[config.mk]
export PLATFORM = sky130hd
export DESIGN_NAME = speck_round_scheduler
export DESIGN_NICKNAME = d
export VERILOG_FILES = /design/src/rtl/speck_round_scheduler.sv
export SDC_FILE = /design/constraint.sdc
export NUM_CORES = 1
export LEC_CHECK = 0
export ABC_AREA = 1
export CELL_PAD_IN_SITES_DETAIL_PLACEMENT = 1
export CELL_PAD_IN_SITES_GLOBAL_PLACEMENT = 1
export CORE_AREA = 2 2 275 277
export DETAILED_ROUTE_END_ITERATION = 16
export DIE_AREA = 0 0 277 279
export MAX_ROUTING_LAYER = met4
export PLACE_DENSITY = 0.76
export SYNTH_ARGS = -nofsm -noshare
export SYNTH_HDL_FRONTEND = slang
export SYNTH_SLANG_ARGS = --single-unit
[constraint.sdc]
create_clock -name clk -period 16.55 [get_ports clk]
set_input_delay 3.31 -clock clk [delete_from_list [all_inputs] [get_ports clk]]
set_output_delay 3.31 -clock clk [all_outputs]
set_load 0.01 [all_outputs]
[src/rtl/speck_round_scheduler.sv]
// ---------------------------------------------------------------------------
// speck_round_scheduler
//
// Iterative SPECK128/128 encryption controller. It drives one external
// single-round unit through a start/finished handshake for ROUNDS rounds.
// The key is expanded on the fly, one 64-bit subkey per round. Each round's
// result is fed back as the next round's input block.
//
// Parameters
//   ROUNDS            rounds per block, legal range 1..32 (default 32)
//
// Ports
//   clk               sole clock, rising edge
//   rst               asynchronous, active-high reset
//   start             host request, sampled only while idle
//   key               {l0, k0}; k0 = key[63:0] is the round-0 subkey
//   plaintext         {x, y}; x = plaintext[127:64]
//   busy              high from the cycle after start is accepted through done
//   done              one-cycle pulse, ciphertext valid in that cycle
//   ciphertext        final block, held until overwritten by the next result
//   round_start       one-cycle pulse launching the round unit
//   round_subkey      current subkey k_i, stable while the round unit works
//   round_plaintext   current block, stable while the round unit works
//   round_index       current round number i
//   round_finished    round-unit completion, sampled only while waiting
//   round_ciphertext  round-unit result, captured with round_finished
// ---------------------------------------------------------------------------
module speck_round_scheduler #(
    parameter int ROUNDS = 32
) (
    input  logic         clk,
    input  logic         rst,
    input  logic         start,
    input  logic [127:0] key,
    input  logic [127:0] plaintext,
    output logic         busy,
    output logic         done,
    output logic [127:0] ciphertext,
    output logic         round_start,
    output logic [63:0]  round_subkey,
    output logic [127:0] round_plaintext,
    output logic [4:0]   round_index,
    input  logic         round_finished,
    input  logic [127:0] round_ciphertext
);

    localparam logic [4:0] LAST_ROUND = 5'(ROUNDS - 1);

    typedef enum logic [1:0] {
        S_IDLE,
        S_ISSUE,
        S_WAIT,
        S_DONE
    } state_t;

    state_t      state;
    logic [63:0] key_l;
    logic [63:0] next_l;
    logic [63:0] next_k;

    // The key schedule is the round function applied to (l, k) with the
    // round index standing in for the subkey. round_subkey is the k register
    // itself, and round_index is the pre-increment i the schedule needs.
    assign next_l = ({key_l[7:0], key_l[63:8]} + round_subkey) ^ {59'd0, round_index};
    assign next_k = {round_subkey[60:0], round_subkey[63:61]} ^ next_l;

    // Controller and datapath registers in one block, so every output is
    // registered and changes on the same edge as the state that implies it.
    // The idle load fills the block and key registers and raises round_start
    // for the first round. Each accepted round_finished captures the round
    // result, advances the key schedule, and then either re-issues or
    // finishes. The result is copied into ciphertext on the final
    // round_finished edge, so done and ciphertext appear together in the
    // DONE cycle.
    always_ff @(posedge clk or posedge rst) begin
        if (rst) begin
            state           <= S_IDLE;
            busy            <= 1'b0;
            done            <= 1'b0;
            round_start     <= 1'b0;
            ciphertext      <= '0;
            round_subkey    <= '0;
            round_plaintext <= '0;
            round_index     <= '0;
            key_l           <= '0;
        end else begin
            case (state)
                S_IDLE: begin
                    if (start) begin
                        round_plaintext <= plaintext;
                        round_subkey    <= key[63:0];
                        key_l           <= key[127:64];
                        round_index     <= '0;
                        round_start     <= 1'b1;
                        busy            <= 1'b1;
                        state           <= S_ISSUE;
                    end
                end
                S_ISSUE: begin
                    round_start <= 1'b0;
                    state       <= S_WAIT;
                end
                S_WAIT: begin
                    if (round_finished) begin
                        round_plaintext <= round_ciphertext;
                        key_l           <= next_l;
                        round_subkey    <= next_k;
                        if (round_index == LAST_ROUND) begin
                            ciphertext <= round_ciphertext;
                            done       <= 1'b1;
                            state      <= S_DONE;
                        end else begin
                            round_index <= round_index + 5'd1;
                            round_start <= 1'b1;
                            state       <= S_ISSUE;
                        end
                    end
                end
                S_DONE: begin
                    done  <= 1'b0;
                    busy  <= 1'b0;
                    state <= S_IDLE;
                end
                default: begin
                    state <= S_IDLE;
                end
            endcase
        end
    end

endmodule

* Yosys cells after proc, flatten, opt, wreduce, memory -nomap -nowiden
Cells that the tools add are included.
Cells by class: add/subtract/negate cells 2, multipliers 0, div/mod/pow operators 0, magnitude comparators 0, equality and inequality tests 8, shift operators 0, multiplexer cells 25, bitwise logic cells 2, reduce and logical (&&, ||, !) cells 12
Operators by type and width (number):
- $mux 128 | 2
- $mux 64 | 4
- $pmux 128 s2 | 1
- $pmux 64 s2 | 2
- $add 64x64->64 | 1
- $xor 64x5->64 | 1
- $xor 64x64->64 | 1
- $mux 5 | 3
- $pmux 5 s2 | 1
- $reduce_and 3->1 | 3
- $ne 2x2->1 const B | 4
- $pmux 2 s4 | 1
- $reduce_and 4->1 | 2
- $mux 2 | 3
- $reduce_bool 2->1 | 3
- $add 5x1->5 const B | 1
- $eq 5x5->1 const B | 1
- $mux 1 | 5
- $eq 2x2->1 const B | 2
- $pmux 1 s2 | 2
- $reduce_and 2->1 | 2
- $pmux 1 s3 | 1
- $reduce_bool 3->1 | 1
- $eq 2x1->1 const B | 1
- $logic_not 2->1 | 1
Word-level totals: flip-flop bits (word level) 394, bits in latches 0, bits in writable memories 0, memory bits (read-only) 0, input bits 388, output and inout bits 328, logic and storage cells 58, memories kept 0

* Depth between registers and ports, before layout
depth in word-level cells 5, gate-level depth with buffers 19, gate-level depth less buffers 19

* Least setup slack after synthesis
OpenSTA, ideal clock, no wires.
kind input -> register, from input start, to register round_plaintext[72], library setup time 0.082 ns, data arrival time 4.273 ns, required time 16.468 ns, path slack 12.195 ns, stages 6, path buffers 3, path through o31ai_1 nor2_2 buf_4 buf_4 buf_2 a31oi_1
On the way: word-level cells in the longest chain between the ends 2
RTL lines:
- from (decl) | line 33 | input logic start,
- $ne 2x2->1 (no source line)
- $reduce_and 3->1 (no source line)
- to (signal assigned) | line 90 | round_plaintext <= plaintext;
- to (signal assigned) | line 105 | round_plaintext <= round_ciphertext;
- to (decl) | line 41 | output logic [127:0] round_plaintext,
No other way between the ends. A chain may end at the register's enable or synchronous reset.

* Worst setup path in the final report
from input round_finished, to register round_plaintext[4]
On the way: word-level cells in the longest chain between the ends 2
RTL lines:
- from (decl) | line 43 | input logic round_finished,
- $ne 2x2->1 (no source line)
- $reduce_and 3->1 (no source line)
No other way between the ends.

==> impl_metrics.py <==
metrics = {
    "die": {
        "row_count": 100,
        "die_w_um": 277,
        "die_height_um": 279,
        "dieArea_mm2": 0.0773,
        "initial_core_util_pct": 32.0,
        "core_mm2": 0.0741,
        "ios": 716,
    },
    "grt": {
        "grt_overflow": 0,
        "track_usage_pct": 30.6,
        "grt.met1_usage_pct": 36.2,
        "grtUsageMet3_pct": 8.62,
        "grt_max_degree": 110,
        "use_met2_pct": 50.4,
        "grt_pass1_vias": 26106,
        "grt-busiest-layer": "met2",
        "grt_pass1_wl_um": 172000,
        "antenna_found_initial": 22,
    },
    "timing": {
        "worst_pin_slew_ns": 1.04,
        "period_needed_ns": 6.30,
        "skew_ns": 0.0331,
        "setup-tns-final_ns": 0,
        "setup_viol": 0,
        "final_hold_viol_count": 0,
        "fmax_mhz": 159,
        "relSlewSlack_pct": 30.0,
        "rsz0062_at_grt": "no",
        "maxSlewViolCount": 0,
        "final.period_utilization_pct": 38.1,
    },
    "drt": {
        "drc": 0,
        "routedWlPerCell_um": 23.4,
        "drt_iter0_drc": 1433,
        "first_pass_iters": 5,
        "vias_per_cell": 4.99,
        "drtAntennaViolNets": 0,
        "postRouteWirelength_um": 117000,
        "route.vias.total": 24876,
    },
    "critical_path": {
        "critPathCaptureType": "register",
        "crit_path_max_fanout": 94,
        "crit_path_start_kind": "input port",
        "regToRegSetupSlack_ns": 12.14,
        "cp.arrival_ns": 6.82,
        "r2r_start": "state[1]",
        "timing.rr.end": "round_plaintext[4]",
        "rr_worst_depth": 12,
        "path_class": "in -> reg",
        "crit_required_ns": 17.07,
    },
    "placement": {
        "place_hpwl_um": 93200,
        "portBuffers": 715,
        "place_area_mm2": 0.0317,
        "gpl.final_weighted_congestion": 0.997,
        "dp.cells": 4882,
    },
    "cells_and_area": {
        "fin_cells": 4988,
        "drive_above_1_share_pct": 6.17,
        "fin_nets": 4419,
        "post-route-cell-area_mm2": 0.0334,
        "area_growth_pct": 41.1,
        "fillers": 9161,
    },
    "min_path": {
        "hold_path_startpoint": "key_l[26]",
        "hold_path_class": "reg -> reg",
        "worstHoldPathCells": 2,
        "worst_hold_path.endpoint": "key_l[26]",
    },
    "synthesis": {
        "avgSynthCellArea_um2": 7.17,
        "ys_warn_count": 0,
        "synth_seq_cells": 394,
        "syn_inst": 3305,
        "synth_cell_types": 32,
        "synth_area_mm2": 0.0237,
        "synth-seq-area-share_pct": 41.6,
        "syn_nets": 3759,
    },
    "flow_run": {
        "max-cap-violations": 0,
    },
    "run_status": {
        "status": "complete, no violations",
    },
    "clock_network": {
        "hold_buffers": 0,
        "htreeDepth": 2,
        "clock_sinks": 394,
        "clkSlewWorstSetupHoldPaths_ns": 0.06,
        "cts_tree": "yes",
        "clockBufferDepth": 3,
        "root_buffer": "clkbuf_16",
        "postCtsSetupRepairBufs": 0,
        "numCtsBuffers": 50,
        "cts_resized": 0,
        "insertion_delay_ns": 0.62,
    },
    "power": {
        "p_leak_nw": 16.5,
        "power_mw": 7.64,
        "peakVddDrop_v": 0.000103,
        "powerDensity_mw_per_mm2": 228,
    },
}
## worst max-delay path, cell delays in order
cell and delay, ns:
clkdlybuf4s50_1 0.54, nor2_2 0.08, inv_2 0.07, o31ai_1 0.11
nor2_4 0.15, buf_4 0.60, buf_4 0.70, buf_4 0.83
nor2_1 0.12, a31oi_1 0.23
## kinds of logic (layout without fill, tap and decap cells)
| logic type | count (synthesis) | after routing | share of synthesized area, % |
|---|---|---|---|
| mux | 128 | 128 | 6.08 |
| simple gates | 1739 | 1739 | 28.8 |
| other cells | 0 | 18 | 0 |
| buf+inv | 534 | 1230 | 8.85 |
| xor+xnor | 56 | 56 | 2.07 |
| flops | 394 | 394 | 41.6 |
| fa+ha+maj | 66 | 66 | 3.52 |
| compound gates | 388 | 388 | 9.08 |
## flip-flops by register name, summed over array words and instances (netlist names)
| register | flops |
|---|---|
| ciphertext | 128 |
| round_plaintext | 128 |
| key_l | 64 |
| round_subkey | 64 |
| round_index | 5 |
| state | 2 |
| busy | 1 |
| done | 1 |
| round_start | 1 |
## layout by cell type (no fill, tap or decap), types with 5 or more instances in the layout
master	count
clkinv_2	7
clkbuf_8	13
nor2_1	366
a21oi_1	75
clkbuf_1	5
nand3_1	178
nand2_1	1161
xor2_1	33
diode_2	18
dfrtp_1	393
nor3_1	13
ha_1	65
o211ai_1	11
a31oi_1	128
buf_4	19
mux2_2	128
clkbuf_16	50
clkinvlp_4	6
o21ai_1	61
nand3b_1	5
inv_1	403
or2_2	5
o21ai_0	100
o22ai_1	10
clkdlybuf4s50_1	715
xnor2_1	23
## worst max-delay path by stage
stage                   startpoint            endpoint  slack (ns)
floorplan                      rst                busy        2.29
global placement               rst      ciphertext[66]        9.56
detailed placement             rst      ciphertext[66]        9.55
CTS                            rst      ciphertext[77]       10.21
global route                   rst      ciphertext[70]        9.85
finish              round_finished  round_plaintext[4]       10.25
## synth_stat cells, drive strengths merged
library cell | number | share of area, %
nor3 | 13 | 0.27
and2 | 2 | 0.053
nand4 | 1 | 0.026
nor2 | 371 | 5.9
a21oi | 75 | 1.6
a211o | 1 | 0.037
clkbuf | 63 | 1.0
nand2 | 1162 | 18
xor2 | 33 | 1.2
o21ai | 161 | 3.4
ha | 65 | 3.4
inv | 408 | 6.5
o21bai | 1 | 0.032
fa | 1 | 0.084
mux2 | 128 | 6.1
or2 | 5 | 0.13
xnor2 | 23 | 0.85
o31ai | 1 | 0.032
nand3b | 5 | 0.16
o22ai | 10 | 0.26
buf | 63 | 1.4
nor4 | 2 | 0.053
a31oi | 128 | 3.4
dfrtp | 394 | 42
nand3 | 178 | 3.8
o211ai | 11 | 0.35
## routing by layer
| metal | wire [um] | vias up |
|---|---|---|
| met5 | 0 | - |
| met1 | 48600 | 12244 |
| met4 | 3930 | 0 |
| met3 | 8570 | 155 |
| met2 | 55600 | 691 |
| li1 | - | 11786 |
## stage by stage
stage                     hold slack (ns)  utilization [%]  setup slack, ns
after floorplan                     0.453                -             2.29
after global placement              0.474             42.8             9.56
after detailed placement            0.481             42.8             9.55
after CTS                           0.496             45.1            10.21
after global routing                0.523             45.2             9.85
final                               0.491             45.2            10.25
## report_power, final
group          switching, mW  total (mW)  internal (mW)
clock                  0.479        1.16          0.676
sequential             0.357        1.67           1.31
combinational           3.16        4.81           1.66
## cell type report
type                       instances  area, um^2  area share, %
multi-input combinational       2377       11800           35.2
sequential                       394        9860           29.5
timing repair buffer             734        7300           21.8
inverter                         408        1550           4.62
clock buffer                      68        1450           4.33
tap                              969        1210           3.62
clock inverter                    20         269          0.804
antenna                           18        45.0          0.135
(Power assumes the default switching activity.)
